==> config.mk <==
export PLATFORM = sky130hd
export DESIGN_NAME = mem_access_stage_flat
export DESIGN_NICKNAME = d
export VERILOG_FILES = /design/src/rtl/mem_access_stage_if.sv /design/src/rtl/mem_access_stage.sv /design/src/flat_wrapper.sv
export SDC_FILE = /design/constraint.sdc
export NUM_CORES = 1
export LEC_CHECK = 0
export CORE_MARGIN = 10
export CORE_UTILIZATION = 40
export DETAILED_ROUTE_END_ITERATION = 16
export GPL_ROUTABILITY_DRIVEN = 0
export GPL_TIMING_DRIVEN = 0
export PLACE_DENSITY = 0.88
export SYNTH_ARGS = -nofsm -noshare
export SYNTH_HDL_FRONTEND = slang
export SYNTH_SLANG_ARGS = --single-unit
export TNS_END_PERCENT = 5
==> constraint.sdc <==
create_clock -name Clock -period 6.4 [get_ports Clock]
set_clock_uncertainty 0.15 [all_clocks]
set_input_delay 1.28 -clock Clock [delete_from_list [all_inputs] [get_ports Clock]]
set_output_delay 1.28 -clock Clock [all_outputs]
set_load 0.01 [all_outputs]
==> src/rtl/mem_access_stage_if.sv <==
// Data-memory request bus between the MEM stage and data memory.
// Signals: DMemReq/DMemWe/DMemAddr/DMemByteEn/DMemWData (stage -> memory),
//          DMemAck/DMemRData (memory -> stage).
interface mem_access_stage_if;
  localparam int unsigned DATA_W = 32;
  localparam int unsigned BE_W   = 4;

  logic              DMemReq;
  logic              DMemWe;
  logic [DATA_W-1:0] DMemAddr;
  logic [BE_W-1:0]   DMemByteEn;
  logic [DATA_W-1:0] DMemWData;
  logic              DMemAck;
  logic [DATA_W-1:0] DMemRData;

  // Stage side: issues requests, receives completion.
  modport master (
    output DMemReq, DMemWe, DMemAddr, DMemByteEn, DMemWData,
    input  DMemAck, DMemRData
  );

  // Memory side.
  modport slave (
    input  DMemReq, DMemWe, DMemAddr, DMemByteEn, DMemWData,
    output DMemAck, DMemRData
  );
endinterface

==> src/rtl/mem_access_stage.sv <==
// Memory-stage controller: takes EX/MEM outputs, performs the data-memory
// access over a req/ack handshake, stalls earlier stages while it is
// outstanding, and sign-extends load data into the MEM/WB register inputs.
// Ports:
//   Clock, ResetN         rising-edge clock, synchronous active-low reset
//   EX/MEM inputs         ReadData2In, ALUResultIn, WriteRegisterIn,
//                         MemWriteIn, MemReadIn, RegWriteIn, MemToRegIn
//   bus (master)          data-memory request/ack interface
//   Stall                 combinational hold for EX/MEM and earlier stages
//   MEM/WB outputs        ReadDataOut, ALUResultOut, WriteRegisterOut,
//                         RegWriteOut, MemToRegOut (registered)
//   AlignFault            registered one-cycle pulse on misaligned/illegal op
module mem_access_stage (
  input  logic                      Clock,
  input  logic                      ResetN,
  input  logic [31:0]               ReadData2In,
  input  logic [31:0]               ALUResultIn,
  input  logic [31:0]               WriteRegisterIn,
  input  logic [1:0]                MemWriteIn,
  input  logic [1:0]                MemReadIn,
  input  logic                      RegWriteIn,
  input  logic                      MemToRegIn,
  mem_access_stage_if.master        bus,
  output logic                      Stall,
  output logic [31:0]               ReadDataOut,
  output logic [31:0]               ALUResultOut,
  output logic [31:0]               WriteRegisterOut,
  output logic                      RegWriteOut,
  output logic                      MemToRegOut,
  output logic                      AlignFault
);
  localparam int unsigned DATA_W = 32;
  localparam int unsigned BE_W   = 4;

  typedef enum logic {IDLE, BUSY} state_t;

  state_t state_q, state_d;

  logic              req_q, req_d;
  logic              we_q, we_d;
  logic [DATA_W-1:0] addr_q, addr_d;
  logic [BE_W-1:0]   be_q, be_d;
  logic [DATA_W-1:0] wdata_q, wdata_d;
  logic [DATA_W-1:0] rdout_d, alu_d, wreg_d;
  logic              regw_d, m2r_d, fault_d;

  logic              is_mem, is_load, is_store, illegal, misaligned, fault;
  logic [1:0]        size, offs;
  logic [BE_W-1:0]   be_c;
  logic [DATA_W-1:0] wdata_c, load_c;
  logic [15:0]       half_sel;
  logic [7:0]        byte_sel;

  // Op decode: size code 01 word, 10 half, 11 byte, shared by loads and stores.
  assign is_load    = |MemReadIn;
  assign is_store   = |MemWriteIn;
  assign is_mem     = is_load || is_store;
  assign illegal    = is_load && is_store;
  assign size       = is_load ? MemReadIn : MemWriteIn;
  assign offs       = ALUResultIn[1:0];
  assign misaligned = ((size == 2'b01) && (offs != 2'b00)) ||
                      ((size == 2'b10) && offs[0]);
  assign fault      = is_mem && (illegal || misaligned);

  // Lane enables and lane-replicated store data.
  always_comb begin
    be_c    = 4'b1111;
    wdata_c = ReadData2In;
    case (size)
      2'b10: begin
        be_c    = offs[1] ? 4'b1100 : 4'b0011;
        wdata_c = {2{ReadData2In[15:0]}};
      end
      2'b11: begin
        be_c    = BE_W'(4'b0001 << offs);
        wdata_c = {4{ReadData2In[7:0]}};
      end
      default: ;
    endcase
  end

  // Load lane extraction with sign extension.
  assign half_sel = offs[1] ? bus.DMemRData[31:16] : bus.DMemRData[15:0];
  always_comb begin
    case (offs)
      2'b00:   byte_sel = bus.DMemRData[7:0];
      2'b01:   byte_sel = bus.DMemRData[15:8];
      2'b10:   byte_sel = bus.DMemRData[23:16];
      default: byte_sel = bus.DMemRData[31:24];
    endcase
  end

  always_comb begin
    case (MemReadIn)
      2'b10:   load_c = {{16{half_sel[15]}}, half_sel};
      2'b11:   load_c = {{24{byte_sel[7]}}, byte_sel};
      default: load_c = bus.DMemRData;
    endcase
  end

  // State and registered outputs.
  always_ff @(posedge Clock) begin
    if (!ResetN) begin
      state_q          <= IDLE;
      req_q            <= 1'b0;
      we_q             <= 1'b0;
      addr_q           <= '0;
      be_q             <= '0;
      wdata_q          <= '0;
      ReadDataOut      <= '0;
      ALUResultOut     <= '0;
      WriteRegisterOut <= '0;
      RegWriteOut      <= 1'b0;
      MemToRegOut      <= 1'b0;
      AlignFault       <= 1'b0;
    end else begin
      state_q          <= state_d;
      req_q            <= req_d;
      we_q             <= we_d;
      addr_q           <= addr_d;
      be_q             <= be_d;
      wdata_q          <= wdata_d;
      ReadDataOut      <= rdout_d;
      ALUResultOut     <= alu_d;
      WriteRegisterOut <= wreg_d;
      RegWriteOut      <= regw_d;
      MemToRegOut      <= m2r_d;
      AlignFault       <= fault_d;
    end
  end

  // Next state.
  always_comb begin
    state_d = state_q;
    case (state_q)
      IDLE:    if (is_mem && !fault) state_d = BUSY;
      BUSY:    if (bus.DMemAck)      state_d = IDLE;
      default: state_d = IDLE;
    endcase
  end

  // Outputs: request fields hold while BUSY; MEM/WB defaults to a bubble.
  always_comb begin
    Stall   = 1'b0;
    req_d   = req_q;
    we_d    = we_q;
    addr_d  = addr_q;
    be_d    = be_q;
    wdata_d = wdata_q;
    rdout_d = '0;
    alu_d   = ALUResultIn;
    wreg_d  = WriteRegisterIn;
    regw_d  = 1'b0;
    m2r_d   = 1'b0;
    fault_d = 1'b0;
    case (state_q)
      IDLE: begin
        if (is_mem) begin
          if (fault) begin
            fault_d = 1'b1;
          end else begin
            Stall   = 1'b1;
            req_d   = 1'b1;
            we_d    = is_store;
            addr_d  = {ALUResultIn[31:2], 2'b00};
            be_d    = be_c;
            wdata_d = wdata_c;
          end
        end else begin
          regw_d = RegWriteIn;
          m2r_d  = MemToRegIn;
        end
      end
      BUSY: begin
        Stall = !bus.DMemAck;
        if (bus.DMemAck) begin
          req_d   = 1'b0;
          regw_d  = RegWriteIn;
          m2r_d   = MemToRegIn;
          rdout_d = is_load ? load_c : '0;
        end
      end
      default: ;
    endcase
  end

  assign bus.DMemReq    = req_q;
  assign bus.DMemWe     = we_q;
  assign bus.DMemAddr   = addr_q;
  assign bus.DMemByteEn = be_q;
  assign bus.DMemWData  = wdata_q;
endmodule

==> src/flat_wrapper.sv <==
// flat-port wrapper written by rule: the top's interface ports become plain ports
module mem_access_stage_flat 
  (Clock, ResetN, ReadData2In, ALUResultIn, WriteRegisterIn, MemWriteIn, MemReadIn, RegWriteIn, MemToRegIn, Stall, ReadDataOut, ALUResultOut, WriteRegisterOut, RegWriteOut, MemToRegOut, AlignFault, bus_DMemReq, bus_DMemWe, bus_DMemAddr, bus_DMemByteEn, bus_DMemWData, bus_DMemAck, bus_DMemRData);
  mem_access_stage_if bus_i ();
  input  logic Clock;
  input  logic ResetN;
  input  logic [31:0] ReadData2In;
  input  logic [31:0] ALUResultIn;
  input  logic [31:0] WriteRegisterIn;
  input  logic [1:0] MemWriteIn;
  input  logic [1:0] MemReadIn;
  input  logic RegWriteIn;
  input  logic MemToRegIn;
  output logic Stall;
  output logic [31:0] ReadDataOut;
  output logic [31:0] ALUResultOut;
  output logic [31:0] WriteRegisterOut;
  output logic RegWriteOut;
  output logic MemToRegOut;
  output logic AlignFault;
  output wire logic [$bits(bus_i.DMemReq)-1:0] bus_DMemReq;
  output wire logic [$bits(bus_i.DMemWe)-1:0] bus_DMemWe;
  output wire logic [$bits(bus_i.DMemAddr)-1:0] bus_DMemAddr;
  output wire logic [$bits(bus_i.DMemByteEn)-1:0] bus_DMemByteEn;
  output wire logic [$bits(bus_i.DMemWData)-1:0] bus_DMemWData;
  input wire logic [$bits(bus_i.DMemAck)-1:0] bus_DMemAck;
  input wire logic [$bits(bus_i.DMemRData)-1:0] bus_DMemRData;
  assign bus_DMemReq = bus_i.DMemReq;
  assign bus_DMemWe = bus_i.DMemWe;
  assign bus_DMemAddr = bus_i.DMemAddr;
  assign bus_DMemByteEn = bus_i.DMemByteEn;
  assign bus_DMemWData = bus_i.DMemWData;
  assign bus_i.DMemAck = bus_DMemAck;
  assign bus_i.DMemRData = bus_DMemRData;
  mem_access_stage u_core (.Clock(Clock), .ResetN(ResetN), .ReadData2In(ReadData2In), .ALUResultIn(ALUResultIn), .WriteRegisterIn(WriteRegisterIn), .MemWriteIn(MemWriteIn), .MemReadIn(MemReadIn), .RegWriteIn(RegWriteIn), .MemToRegIn(MemToRegIn), .bus(bus_i), .Stall(Stall), .ReadDataOut(ReadDataOut), .ALUResultOut(ALUResultOut), .WriteRegisterOut(WriteRegisterOut), .RegWriteOut(RegWriteOut), .MemToRegOut(MemToRegOut), .AlignFault(AlignFault));
endmodule
==> results.py <==
metrics = {
    "worst_setup_path": {
        "crit_required_ns": 4.97,
        "cp.buffers_inverters": 4,
        "crit_path_cell_trace": "clkdlybuf4s50_1 -> nor2b_1 -> buf_2 -> a21boi_1 -> a2111o_1 -> buf_2 -> o21ai_0 -> clkdlybuf4s50_1",
        "timing.rr.start": "u_core.state_q",
        "reg2reg_depth": 5,
        "critical_path.max_fanout": 10,
        "endpoint_kind": "output pin",
        "critPathSlowestCell": "clkdlybuf4s50_1",
        "cp_top_family": "buffers and inverters",
        "reg2reg_slack_ns": 4.23,
        "crit_type": "in -> out",
        "arrival_ns": 3.76,
        "start_kind": "primary input",
        "slowest_delay_ns": 0.55,
        "cp-startpoint": "MemReadIn[1]",
        "reg2reg_to": "u_core.bus.DMemWData[30]",
    },
    "run_status": {
        "status": "complete, no violations",
    },
    "pwr": {
        "cellLeakagePower_nw": 3.79,
        "vdd_ir_drop_max_mv": 0.169,
        "p_per_area_mw_per_mm2": 257,
    },
    "die": {
        "num_rows": 44,
        "io_pins": 307,
        "die_y_um": 143,
        "die-area_mm2": 0.0203,
        "die_w_um": 143,
        "initial_core_util": 0.410,
        "core-area_mm2": 0.0146,
    },
    "global_route": {
        "globalRouteTotalUtil": 0.218,
        "grt_max_degree": 17,
        "grt_pass1_wl_mm": 34.0,
        "grt.overflow.total": 0,
        "grt_pass1_vias": 5864,
        "antenna_found_initial": 0,
    },
    "sta": {
        "tightest_slew_ns": 1.29,
        "slew_violations": 0,
        "period_minus_slack_ns": 5.19,
        "hold_slack_ns": 0.301,
        "timing.final.ws_setup_ns": 1.21,
        "setup_viol": 0,
        "period_share": 0.810,
        "setup-tns-final_ns": 0,
        "max_freq_mhz": 193,
        "report.final.hold_viol_count": 0,
        "timing.slew.headroom": 0.131,
        "rsz0062_at_grt": "no",
    },
    "place": {
        "placed_cell_area_mm2": 0.00925,
        "pre_cts_slack_ns": 1.23,
        "port_buffers": 300,
        "dp_hpwl_mm": 18.3,
    },
    "clocking": {
        "clkTransAtPathRegs_ns": 0.06,
        "cts_tree": "yes",
        "cts.sinks": 168,
        "numCtsBuffers": 17,
        "cts_buffer_depth": 2,
        "h-tree-depth": 4,
        "root_buffer": "clkbuf_16",
        "holdBufCountCts": 0,
        "clk_latency_ns": 0.41,
        "cts_resized": 0,
        "post_cts_buffers": 0,
    },
    "layout": {
        "final_area_mm2": 0.00979,
        "syn_to_final_growth_pct": 62.9,
        "nNetsFinal": 1100,
        "fillCellCount": 1141,
        "drive_above_1_share": 0.0564,
        "antennaDiodeCount": 0,
    },
    "synthesis": {
        "synth_warnings": 0,
        "dominantRegCellSynth": "dfxtp_1",
        "syn_area_mm2": 0.00601,
        "synth_cell_types": 36,
        "synth.top_cell.area_share": 0.560,
        "syn_inst": 643,
        "yosysSeqAreaShare": 0.560,
        "yosys_register_bits": 168,
        "synthTopCellsByArea": "dfxtp_1 (56%), and2_1 (6.9%), nand2_1 (6.9%)",
        "async_reset_ff_frac": 0,
        "avgSynthCellArea_um2": 9.34,
        "synth_edf_count": 0,
        "synth_top_area_cell": "dfxtp_1",
    },
    "min_path": {
        "min_from": "u_core.bus.DMemByteEn[1]",
        "min_to": "u_core.bus.DMemByteEn[1]",
        "min_path_cells": 2,
        "hold_class": "reg -> reg",
    },
    "route": {
        "drt_wl_total_mm": 23.0,
        "drc_errors": 0,
        "via_per_inst": 5.06,
        "vias": 5868,
        "first_pass_iters": 5,
        "drtIter0Drc": 397,
        "antenna_left": 0,
        "post_drt_wl_per_cell_um": 19.8,
    },
    "job": {
        "drv_cap": 0,
    },
}
-- flip-flops by register name, summed over array words and instances (netlist names) --
signal,flops
u_core.bus.DMemReq,1
u_core.WriteRegisterOut,32
u_core.bus.DMemAddr,30
u_core.bus.DMemWe,1
u_core.bus.DMemByteEn,4
u_core.state_q,1
u_core.ReadDataOut,32
u_core.AlignFault,1
u_core.bus.DMemWData,32
u_core.ALUResultOut,32
u_core.MemToRegOut,1
u_core.RegWriteOut,1
-- report_power, final --
part | total (W) | switching (W) | leakage, nW | internal, W
Combinational | 0.000443 | 0.000204 | 2.14 | 0.000239
Sequential | 0.00113 | 0.0000239 | 1.38 | 0.00111
Clock | 0.000944 | 0.000431 | 0.263 | 0.000512
-- cell families (layout without fill, tap and decap cells) --
group           count (synthesis)  count (layout)  synth area share
mux                             9               9            0.0317
buf+inv                        58             390            0.0400
simple gates                  255             255             0.195
other cells                     1               2          0.000624
compound gates                152             152             0.173
flops                         168             168             0.560
-- worst max path at each step --
stage                     endpoint  slack, ns  cells past startpoint
after CTS                    Stall       1.22                      7
final                        Stall       1.21                      8
after detailed placement     Stall       1.23                      7
after global routing         Stall       1.07                      8
after global placement       Stall       1.24                      7
after floorplan              Stall       2.46                      6
-- layout by cell type, fill, tap and decap left out, types with 2 or more instances in the layout --
master	count
clkinvlp_4	2
buf_2	12
clkbuf_16	17
nand2_1	110
o21ai_1	17
and2_1	66
conb_1	2
clkinv_2	3
buf_4	2
nor2_1	53
clkbuf_1	39
dfxtp_1	168
nor2b_1	3
a31oi_1	18
clkdlybuf4s50_1	300
o211a_1	8
inv_6	3
mux4_2	8
nand3_1	14
o21ai_0	16
clkinv_4	3
and3_1	3
a22oi_1	23
a21oi_1	18
nor3_1	2
nand2b_1	2
inv_2	2
inv_1	4
a21boi_1	43
-- synth_stat cells (4+ instances only) --
master	instances
dfxtp_1	168
nand2_1	110
and2_1	66
nor2_1	53
a21boi_1	43
clkbuf_1	37
a22oi_1	23
a21oi_1	18
a31oi_1	18
o21ai_1	17
o21ai_0	16
nand3_1	14
buf_2	12
mux4_2	8
o211a_1	8
inv_1	4
-- through the flow --
| step | cells | utilization | power (W) |
|---|---|---|---|
| finish | 1160 | 0.668 | 0.00252 |
| floorplan | 644 | - | 0.00132 |
| CTS | 1160 | 0.668 | 0.00253 |
| detailed placement | 1128 | 0.631 | 0.00160 |
| global placement | 1128 | 0.631 | 0.00159 |
| global route | 1160 | 0.668 | 0.00261 |
-- worst register-to-register path: cells and delay by family, from the launching register on --
family | cells | cell delay, ns
buf+inv | 3 | 0.82
flops | 1 | 0.30
compound gates | 2 | 0.77
-- layout make-up --
| class | instances | area (µm²) | share of cell area |
|---|---|---|---|
| flip-flops and latches | 168 | 3360 | 0.344 |
| multi-input cells | 418 | 2410 | 0.246 |
| well taps | 184 | 230 | 0.0235 |
| plain buffers | 52 | 218 | 0.0222 |
| repair buffers | 300 | 3000 | 0.307 |
| inverters | 6 | 22.5 | 0.00230 |
| clock buffers | 20 | 447 | 0.0456 |
| clock inverters | 12 | 93.8 | 0.00959 |
-- per-layer routing --
layer | GRT usage | up-vias | routed length (µm)
li1 | - | 2804 | -
met1 | 0.226 | 2709 | 8270
met2 | 0.388 | 315 | 11600
met3 | 0.0821 | 40 | 2540
met4 | 0.0912 | 0 | 592
met5 | 0 | - | 0
Power figures use the tool's default switching activity.
